File: src/rtl/rv_pkg.sv
// Shared encodings for the RV32I multi-cycle control path: opcodes,
// datapath mux selects, instruction classes and sequencer states.
package rv_pkg;

  typedef enum logic [6:0] {
    OPC_LUI    = 7'b0110111,
    OPC_AUIPC  = 7'b0010111,
    OPC_JAL    = 7'b1101111,
    OPC_JALR   = 7'b1100111,
    OPC_BRANCH = 7'b1100011,
    OPC_LOAD   = 7'b0000011,
    OPC_STORE  = 7'b0100011,
    OPC_OP_IMM = 7'b0010011,
    OPC_OP     = 7'b0110011
  } opcode_e;

  typedef enum logic [1:0] {
    PC_PLUS4  = 2'd0,
    PC_BRANCH = 2'd1,
    PC_JALR   = 2'd2
  } pc_sel_e;

  typedef enum logic [1:0] {
    WB_ALU = 2'd0,
    WB_MDR = 2'd1,
    WB_PC4 = 2'd2,
    WB_IMM = 2'd3
  } wb_sel_e;

  typedef enum logic [2:0] {
    IMM_I = 3'd0,
    IMM_S = 3'd1,
    IMM_B = 3'd2,
    IMM_U = 3'd3,
    IMM_J = 3'd4
  } imm_sel_e;

  typedef enum logic [1:0] {
    ALU_ADD   = 2'd0,
    ALU_FUNCT = 2'd1
  } alu_op_e;

  typedef enum logic [3:0] {
    CLS_ILLEGAL = 4'd0,
    CLS_LUI     = 4'd1,
    CLS_AUIPC   = 4'd2,
    CLS_JAL     = 4'd3,
    CLS_JALR    = 4'd4,
    CLS_BRANCH  = 4'd5,
    CLS_LOAD    = 4'd6,
    CLS_STORE   = 4'd7,
    CLS_OP_IMM  = 4'd8,
    CLS_OP      = 4'd9
  } inst_cls_e;

  typedef enum logic [2:0] {
    ST_FETCH     = 3'd0,
    ST_DECODE    = 3'd1,
    ST_EXECUTE   = 3'd2,
    ST_MEM       = 3'd3,
    ST_WRITEBACK = 3'd4,
    ST_TRAP      = 3'd5
  } state_e;

endpackage

File: src/rtl/control_decode.sv
// Combinational opcode classifier: legality, immediate format and class.
module control_decode
  import rv_pkg::*;
(
  input  logic [6:0] i_opcode,
  output logic       o_legal,
  output imm_sel_e   o_imm_sel,
  output inst_cls_e  o_cls
);

  // Map the 7-bit opcode onto an instruction class and its immediate format
  always_comb begin
    o_legal   = 1'b1;
    o_imm_sel = IMM_I;
    o_cls     = CLS_ILLEGAL;
    case (i_opcode)
      OPC_LUI:    begin o_cls = CLS_LUI;    o_imm_sel = IMM_U; end
      OPC_AUIPC:  begin o_cls = CLS_AUIPC;  o_imm_sel = IMM_U; end
      OPC_JAL:    begin o_cls = CLS_JAL;    o_imm_sel = IMM_J; end
      OPC_JALR:   begin o_cls = CLS_JALR;   o_imm_sel = IMM_I; end
      OPC_BRANCH: begin o_cls = CLS_BRANCH; o_imm_sel = IMM_B; end
      OPC_LOAD:   begin o_cls = CLS_LOAD;   o_imm_sel = IMM_I; end
      OPC_STORE:  begin o_cls = CLS_STORE;  o_imm_sel = IMM_S; end
      OPC_OP_IMM: begin o_cls = CLS_OP_IMM; o_imm_sel = IMM_I; end
      OPC_OP:     begin o_cls = CLS_OP;     o_imm_sel = IMM_I; end
      default:    o_legal = 1'b0;
    endcase
  end

endmodule

File: src/rtl/multicycle_control.sv
// Multi-cycle RV32I sequencer: walks each instruction through
// FETCH/DECODE/EXECUTE/MEM/WRITEBACK, owns the memory handshake and
// counts retired instructions. An illegal opcode parks it in TRAP.
module multicycle_control
  import rv_pkg::*;
#(
  parameter int CNT_W = 32
) (
  input  logic             clk,
  input  logic             rst,
  input  logic [6:0]       opcode,
  input  logic             branch_taken,
  input  logic             mem_ready,
  output logic             mem_req,
  output logic             mem_we,
  output logic             addr_sel,
  output logic             ir_we,
  output logic             oldpc_we,
  output logic             mdr_we,
  output logic             pc_we,
  output logic             rf_we,
  output logic [1:0]       pc_sel,
  output logic [1:0]       wb_sel,
  output logic             alu_a_sel,
  output logic             alu_b_sel,
  output logic [1:0]       alu_op,
  output logic [2:0]       imm_sel,
  output logic             retire,
  output logic [CNT_W-1:0] instret,
  output logic             halted
);

  state_e           r_state;
  state_e           w_state_nxt;
  logic [CNT_W-1:0] r_instret;
  logic             w_retire;
  logic             w_legal;
  imm_sel_e         w_imm_sel;
  inst_cls_e        w_cls;

  control_decode u_decode (
    .i_opcode  (opcode),
    .o_legal   (w_legal),
    .o_imm_sel (w_imm_sel),
    .o_cls     (w_cls)
  );

  // State register; TRAP is left only through reset
  always_ff @(posedge clk) begin
    if (rst) r_state <= ST_FETCH;
    else     r_state <= w_state_nxt;
  end

  // Retired-instruction counter, wraps naturally at 2^CNT_W
  always_ff @(posedge clk) begin
    if (rst)           r_instret <= '0;
    else if (w_retire) r_instret <= r_instret + CNT_W'(1);
  end

  // Next-state and control outputs; reset forces every output low at once
  always_comb begin
    w_state_nxt = r_state;
    mem_req     = 1'b0;
    mem_we      = 1'b0;
    addr_sel    = 1'b0;
    ir_we       = 1'b0;
    oldpc_we    = 1'b0;
    mdr_we      = 1'b0;
    pc_we       = 1'b0;
    rf_we       = 1'b0;
    pc_sel      = PC_PLUS4;
    wb_sel      = WB_ALU;
    alu_a_sel   = 1'b0;
    alu_b_sel   = 1'b0;
    alu_op      = ALU_ADD;
    imm_sel     = IMM_I;
    w_retire    = 1'b0;
    halted      = 1'b0;
    case (r_state)
      ST_FETCH: begin
        mem_req = 1'b1;
        if (mem_ready) begin
          ir_we       = 1'b1;
          oldpc_we    = 1'b1;
          pc_we       = 1'b1;
          w_state_nxt = ST_DECODE;
        end
      end
      ST_DECODE: begin
        imm_sel     = w_imm_sel;
        w_state_nxt = w_legal ? ST_EXECUTE : ST_TRAP;
      end
      ST_EXECUTE: begin
        imm_sel     = w_imm_sel;
        w_state_nxt = ST_WRITEBACK;
        case (w_cls)
          CLS_OP: alu_op = ALU_FUNCT;
          CLS_OP_IMM: begin
            alu_b_sel = 1'b1;
            alu_op    = ALU_FUNCT;
          end
          CLS_AUIPC: begin
            alu_a_sel = 1'b1;
            alu_b_sel = 1'b1;
          end
          CLS_LOAD, CLS_STORE: begin
            alu_b_sel   = 1'b1;
            w_state_nxt = ST_MEM;
          end
          CLS_BRANCH: begin
            pc_we       = branch_taken;
            pc_sel      = PC_BRANCH;
            w_retire    = 1'b1;
            w_state_nxt = ST_FETCH;
          end
          default: ;
        endcase
      end
      ST_MEM: begin
        imm_sel  = w_imm_sel;
        mem_req  = 1'b1;
        addr_sel = 1'b1;
        mem_we   = (w_cls == CLS_STORE);
        if (mem_ready) begin
          if (w_cls == CLS_STORE) begin
            w_retire    = 1'b1;
            w_state_nxt = ST_FETCH;
          end else begin
            mdr_we      = 1'b1;
            w_state_nxt = ST_WRITEBACK;
          end
        end
      end
      ST_WRITEBACK: begin
        imm_sel     = w_imm_sel;
        rf_we       = 1'b1;
        w_retire    = 1'b1;
        w_state_nxt = ST_FETCH;
        case (w_cls)
          CLS_LOAD: wb_sel = WB_MDR;
          CLS_LUI:  wb_sel = WB_IMM;
          CLS_JAL: begin
            wb_sel = WB_PC4;
            pc_we  = 1'b1;
            pc_sel = PC_BRANCH;
          end
          CLS_JALR: begin
            wb_sel    = WB_PC4;
            pc_we     = 1'b1;
            pc_sel    = PC_JALR;
            alu_b_sel = 1'b1;
          end
          default: ;
        endcase
      end
      ST_TRAP: halted = 1'b1;
      default: w_state_nxt = ST_FETCH;
    endcase
    if (rst) begin
      mem_req   = 1'b0;
      mem_we    = 1'b0;
      addr_sel  = 1'b0;
      ir_we     = 1'b0;
      oldpc_we  = 1'b0;
      mdr_we    = 1'b0;
      pc_we     = 1'b0;
      rf_we     = 1'b0;
      pc_sel    = PC_PLUS4;
      wb_sel    = WB_ALU;
      alu_a_sel = 1'b0;
      alu_b_sel = 1'b0;
      alu_op    = ALU_ADD;
      imm_sel   = IMM_I;
      w_retire  = 1'b0;
      halted    = 1'b0;
    end
  end

  assign retire  = w_retire;
  assign instret = rst ? '0 : r_instret;

endmodule

File: config.mk
export PLATFORM = sky130hd
export DESIGN_NAME = multicycle_control
export DESIGN_NICKNAME = d
export VERILOG_FILES = /design/src/rtl/rv_pkg.sv /design/src/rtl/control_decode.sv /design/src/rtl/multicycle_control.sv
export SDC_FILE = /design/constraint.sdc
export NUM_CORES = 1
export LEC_CHECK = 0
export ABC_AREA = 1
export CAP_MARGIN = 20
export CORE_MARGIN = 2
export CORE_UTILIZATION = 35
export DETAILED_ROUTE_END_ITERATION = 6
export GPL_ROUTABILITY_DRIVEN = 0
export SYNTH_ARGS = -nofsm -noshare
export SYNTH_HDL_FRONTEND = slang
export SYNTH_SLANG_ARGS = --single-unit
File: constraint.sdc
create_clock -name clk -period 2.05 [get_ports clk]
set_input_delay 0.205 -clock clk [delete_from_list [all_inputs] [get_ports clk]]
set_output_delay 0.205 -clock clk [all_outputs]
set_load 0.005 [all_outputs]
======== Yosys cells after proc, flatten, opt, wreduce, memory -nomap -nowiden ========
Cells that the tools add are included.
storage, ports and cells
  latch bits .............................. 0
  output and inout port bits .............. 53
  register bits ........................... 35
  ROM bits ................................ 0
  word-level logic and storage cells ...... 94
  memories kept ........................... 0
  RAM bits ................................ 0
  bits of input ports ..................... 11
cells by class
  multiplexer cells ....................... 55
  equal/unequal tests ..................... 25
  magnitude comparators ................... 0
  div/mod/pow operators ................... 0
  multipliers ............................. 0
  shifts and indexed selects .............. 0
  reduce and logical (&&, ||, !) cells .... 10
  bitwise operators ....................... 1
  $add $sub $neg .......................... 1
operator list
  cell                                                 count
  case mux 4 bit (9 select lines)                      1
  2-to-1 mux 1 bit                                     34
  adder 32 x 1 -> 32 bit, second input constant        1
  2-to-1 mux 32 bit                                    1
  equality test 7 x 6 -> 1 bit, second input constant  3
  equality test 7 bit, second input constant           3
  2-to-1 mux 3 bit                                     6
  equality test 4 x 3 -> 1 bit, second input constant  4
  case mux 3 bit (5 select lines)                      1
  equality test 7 x 5 -> 1 bit, second input constant  2
  case mux 3 bit (4 select lines)                      1
  OR reduction 2 bit                                   5
  OR reduction 9 bit                                   1
  equality test 4 x 2 -> 1 bit, second input constant  2
  equality test 4 bit, second input constant           2
  2-to-1 mux 2 bit                                     4
  case mux 2 bit (2 select lines)                      2
  OR reduction 4 bit                                   2
  equality test 7 x 2 -> 1 bit, second input constant  1
  equality test 3 x 2 -> 1 bit, second input constant  2
  equality test 3 bit, second input constant           2
  case mux 1 bit (3 select lines)                      2
  case mux 2 bit (3 select lines)                      1
  case mux 3 bit (2 select lines)                      1
  other kinds (7)                                      8

======== Longest topological paths before layout ========
Gate-level depths: netlist of run 1.
  depth after elaboration ................. 7
  mapped depth ............................ 11

======== By module ========
Synthesis of run 1 repeated with hierarchy kept, for this count alone.
second synthesis, totals
  cell total of the unflattened synthesis .. 486
  area, all modules ....................... 2710.1 sq um
by module, submodules not included
  module              area an instance (sq um)  cells each  times used
  multicycle_control  2523.7                    446         1
  control_decode      186.4                     40          1

======== Worst setup path after synthesis of run 1 ========
Ideal clock, no wire load.
  path type ............................... flip-flop to flip-flop
  start ................................... register r_instret[0]
  end ..................................... register r_instret[16]
  arrival ................................. 1.392 ns
  data required time ...................... 1.935 ns
  cell stages (with the launch flop) ...... 9
  clock period less this slack ............ 1.507 ns
  path slack .............................. 0.543 ns
  buffers on the path ..................... 0
  path through ............................ dfxtp_1 -> ha_1 -> nand3_1 -> nor3_1 -> nand4_1 -> nor2_1 -> nand3_1 -> nand2_1 -> nor2_1
on the way
  longest elaborated chain between the ends .. 1
RTL lines
  element                 RTL line                  source
  from (decl)             multicycle_control.sv:35  logic [CNT_W-1:0] r_instret;
  from (signal assigned)  multicycle_control.sv:57  else if (w_retire) r_instret <= r_instret + CNT_W'(1);
  adder 32 x 1 -> 32 bit  multicycle_control.sv:57
No other way between the ends.
A chain may end at the register's enable or synchronous reset.

======== Final worst setup path of run 1 ========
  start ................................... register r_state[0]
  end ..................................... output port imm_sel[1]
on the way
  longest elaborated chain between the ends .. 4
  elaborated cells on any way between the ends .. 7
RTL lines
  element                                            RTL line                   source
  from (decl)                                        multicycle_control.sv:33   state_e r_state;
  from (signal assigned)                             multicycle_control.sv:51   else r_state <= w_state_nxt;
  equality test 3 bit, or another cell as far along  multicycle_control.sv:79   case (r_state)
  OR reduction 4 bit (no source line) (*)            n/a
  2-to-1 mux 3 bit (*)                               multicycle_control.sv:79
  2-to-1 mux 3 bit (*)                               multicycle_control.sv:159  if (rst) begin
  to (decl)                                          multicycle_control.sv:27   output logic [2:0] imm_sel,
Every way passes the cells marked *; elsewhere a longest branch is shown, timed or not.

==> impl_metrics.ini, run 1 <==
[route]
drtPass1Iterations = 4
drc = 0
vias_per_cell = 4.71
ant_nets = 0
first_iter_violations = 152
routed_wl_um = 8170
via_count = 3253
routedWlPerCell_um = 11.8

[clock_network]
cts_tree = done
cts.sinks = 35
postCtsHoldBufs = 0
cts-htree-levels = 2
cts_root_buffer = clkbuf_8
cts_buffers = 5
clkSlewWorstSetupHoldPaths_ns = 0.07
cts.path.max_buffers = 2
clock_latency_ns = 0.29

[die]
row_count = 32
die_h_um = 91.8
start_util_pct = 35.5
core_area_sq_mm = 0.00761
ios = 64
die_w_um = 91.8
dieArea_sq_mm = 0.00843

[critical_path]
cp.required_ns = 1.85
end_kind = output pin
start_kind = register
reg2regPathDepth = 11
path_max_fanout = 3
crit_arrival_ns = 1.79
crit_type = register to output pin

[sta]
setup_tns_ns = 0
fin_ws_ns = 0.0534
fin_crit_ns = 2.00
post-route-period-util_pct = 97.4
worst_clock_skew_ns = 0.00777
rsz0062_at_grt = no
maxSlewViolCount = 0
finalHoldViolCount = 0
fmax_ghz = 0.501
finalSetupViolations = 0

[cells_and_area]
final_cell_area_sq_mm = 0.00390
fin_util_pct = 51.2
drive_above_1_share_pct = 16.5
final_nets = 600
num-fill-cells = 806
areaGrowthSynthToFinish_pct = 44.5
diodes = 0

[logic_synthesis]
synth-main-ff-cell = dfxtp_1
synth.most_common_cell = nand2_1
yosysSeqAreaShare_pct = 26.0
ys_warn_count = 0
synthArstFlopShare_pct = 0
ys_ff_latch = 35
synthCells = 493
synth_edf_count = 0
ys_top_cells_by_count = 127 x nand2_1, 115 x nor2_1, 66 x inv_1
synth_fp_nets = 505
yosysUniqueCellTypes = 30
netlist_area_sq_mm = 0.00270
yosysTopAreaCell = dfxtp_1
synth_top_area_share_pct = 26.0
synthTopCellsByArea = dfxtp_1 26%, nand2_1 18%, nor2_1 16%
avgSynthCellArea_sq_um = 5.47

[global_routing]
grt_antenna_before_repair = 0
grt_pass1_vias = 3041
overflow = 0
grt_max_degree = 28
grt_pass1_wl_um = 13300
grt_usage_pct = 19.3

[place]
port_buffers = 62
place_ws_ns = -0.210
place_hpwl_um = 6120
postPlaceCellArea_sq_mm = 0.00364

[power_and_ir_drop]
total_power_mw = 1.59
power_density_mw_per_mm2 = 408
peakVddDrop_mv = 0.236
leakagePower_nw = 1.69

[min_path]
whs_path_depth = 2
min_path_type = input port to register

[flow_run]
cap_violations = 0

[run_status]
status = finished, final reports clean
[state kept, by name (all words and copies together), names as in the netlist]
name,flops
r_state,3
r_instret,32
[layout by cell type, fill, tap and decap left out, drive strengths merged]
cell           count
ha                 1
o21ai             11
nor3              16
dlymetal6s2s       8
a31oi              2
nand2            130
and3               1
dfxtp             35
inv               70
nor2             127
xor2               1
o2111ai            1
buf               41
conb               1
o211ai             1
clkdlybuf4s50     42
a21oi             31
nand4              6
nor4               2
nand3             43
dlygate4sd2       10
clkbuf             9
[logic make-up after synthesis]
group,share of synthesized area (%)
and+or+nand+nor,51.3
buffers and inverters,12.4
AOI/OAI and AO/OA,9.41
DFF,26.0
xor gates and xnor gates,0.325
adders and majority gates,0.464
other,0.139
[layout make-up]
cell class              instances  area (sq um)  area share [%]
multi-input cells             374          1760            45.0
inverters                      70           265            6.80
repair buffers                102           943            24.2
clock buffers                   8           100            2.57
flip-flops and latches         35           707            18.1
well taps                     102           128            3.27
[critical path: stages (launching register included)]
cell	delay, ns
dfxtp_2	0.40
inv_2	0.08
nor3_2	0.23
o21ai_2	0.13
nor2_1	0.14
clkdlybuf4s50_1	0.53
[what timing repair did]
item,CTS,global route
setup endpoints to repair,14,19
buffers inserted,1,5
pin swaps,1,4
gates resized for setup,28,28
gates cloned,0,0
[metal layers]
metal	global-route usage, %	vias up	part of all wire [%]
met4	5.97	0	2.0
met1	22.9	1450	44
met5	0	-	0
li1	-	1720	-
met2	35.4	68	50
met3	3.12	15	4.2
[power breakdown]
| group | switching (mW) | internal [mW] | total, mW |
|---|---|---|---|
| Combinational | 0.192 | 0.133 | 0.325 |
| Clock | 0.251 | 0.307 | 0.557 |
| Sequential | 0.0171 | 0.691 | 0.708 |
[through the flow]
step	hold slack, ns	cells
finish	0.272	691
floorplan	0.446	493
CTS	0.252	686
global placement	0.467	677
global route	0.270	691
detailed placement	0.468	677
[worst paths after layout]
path                                    start       endpoint  slack (ns)
worst max register to register     r_state[2]  r_instret[31]        0.16
worst min register to register  r_instret[30]  r_instret[30]        0.48
worst min-delay path                      rst  r_instret[31]        0.27
worst max-delay path               r_state[0]     imm_sel[1]        0.05
(Power assumes the default switching activity.)
==> inputs of run 2 (changes only) <==
CORE_MARGIN = not set   (was 2)
CORE_UTILIZATION = 51   (was 35)
PLACE_DENSITY = 0.82   (was not set)
==> impl_metrics.ini, run 2 (synthesis results as in run 1) <==
[critical_path]
end_kind = output pin
cp.required_ns = 1.85
crit_arrival_ns = 1.83
crit_type = register to output pin
r2r-start = r_state[2]
path_max_fanout = 4
reg2regPathDepth = 13
startpoint = r_state[1]
start_kind = register

[place]
port_buffers = 62
place_ws_ns = -0.230
place_hpwl_um = 5980
postPlaceCellArea_sq_mm = 0.00359

[die]
die_w_um = 74.7
dieArea_sq_mm = 0.00559
core_area_sq_mm = 0.00511
die_h_um = 74.7
ios = 64
start_util_pct = 52.8
row_count = 26

[sta]
rsz0062_at_grt = yes
finalSetupViolations = 0
fmax_ghz = 0.491
setup_tns_ns = 0
maxSlewViolCount = 0
finalHoldViolCount = 0
worst_slew_margin_rel_pct = 66.5
fin_crit_ns = 2.04
fin_ws_ns = 0.0140
fin_hold_ws_ns = 0.363
post-route-period-util_pct = 99.3
worst_clock_skew_ns = 0.0121
worst_pin_slew_ns = 0.499

[route]
drtPass1Iterations = 5
ant_nets = 0
first_iter_violations = 239
drc = 0
via_count = 3411
routedWlPerCell_um = 12.5
routed_wl_um = 8160
vias_per_cell = 5.23

[cells_and_area]
top_register = r_instret
top_regs = r_instret x32, r_state x3
final_cell_mix = 123 x nand2_1, 107 x nor2_1, 62 x inv_1
areaGrowthSynthToFinish_pct = 40.3
diodes = 0
drive_above_1_share_pct = 16.0
layout_commonest_cell = nand2_1
final_nets = 593
largest_reg_flops = 32
final_cell_area_sq_mm = 0.00379

[power_and_ir_drop]
power_density_mw_per_mm2 = 416
leakagePower_nw = 1.56
peakVddDrop_mv = 0.263
total_power_mw = 1.58

[run_status]
status = finished, final reports clean

[flow_run]
cap_violations = 0

[clock_network]
cts_root_buffer = clkbuf_8
clock_latency_ns = 0.30
cts_tree = done
clkSlewWorstSetupHoldPaths_ns = 0.09
cts.path.max_buffers = 2
cts.sinks = 35
cts_buffers = 5
cts-htree-levels = 2

[global_routing]
grt_pass1_vias = 3019
overflow = 0
grt_max_degree = 28
grt_antenna_before_repair = 0
grt_usage_pct = 29.9
grt_pass1_wl_um = 13100

[min_path]
min_from = rst
whs_path_depth = 4
min_path_type = input port to register
==> run 2: what timing repair did <==
action | CTS | global route
resized for setup | 36 | 16
setup endpoints to repair | 13 | 9
buffers inserted | 1 | 1
pin swaps | 4 | 5
hold buffers | 0 | 0
==> run 2: power breakdown <==
part / internal, mW / switching [mW] / leakage [nW]
clock network: 0.243 / 0.294 / 0.0408
logic: 0.135 / 0.197 / 1.23
registers: 0.692 / 0.0148 / 0.283
==> run 2: path summary, 6_finish.rpt <==
kind,end,slack [ns]
worst min register to register,r_instret[31],0.50
worst min-delay path,r_state[2],0.36
worst max-delay path,imm_sel[1],0.01
worst max register to register,r_instret[23],0.18
==> run 2: final cells by class <==
type | count | area [sq um]
tap | 70 | 87.6
fill | 431 | 1320
multi-input combinational | 374 | 1760
timing repair buffer | 95 | 876
clock buffer | 5 | 68.8
clock inverter | 3 | 23.8
inverter | 70 | 265
sequential | 35 | 704
==> run 2: layer usage <==
metal	vias to the layer above	wire (um)	share of wire, %	track usage (%)
li1	1712	-	-	-
met1	1524	3450	42	37.4
met2	154	3970	49	51.4
met3	21	577	7.1	4.69
met4	0	160	2.0	11.7
met5	-	0	0	0
==> run 2: critical path, cell delays in order (launching register included) <==
cell and delay (ns):
dfxtp_2 0.36, nor2_2 0.16, nand2_1 0.15, nand2_1 0.13, o21ai_2 0.10, nor2_1 0.10, clkdlybuf4s50_1 0.52
==> run 2: per-stage QoR <==
| stage | utilization (%) | std cells |
|---|---|---|
| 3_5_place_dp | 70.2 | 642 |
| 4_1_cts | 73.2 | 651 |
| 2_1_floorplan | - | 493 |
| 3_3_place_gp | 70.2 | 642 |
| 5_1_grt | 74.2 | 652 |
| 6_report | 74.2 | 652 |
==> inputs of run 3 (changes only) <==
CAP_MARGIN = not set   (was 20)
==> results of run 3 <==
No change in the layout: final DEF, timing and power equal those of run 2.
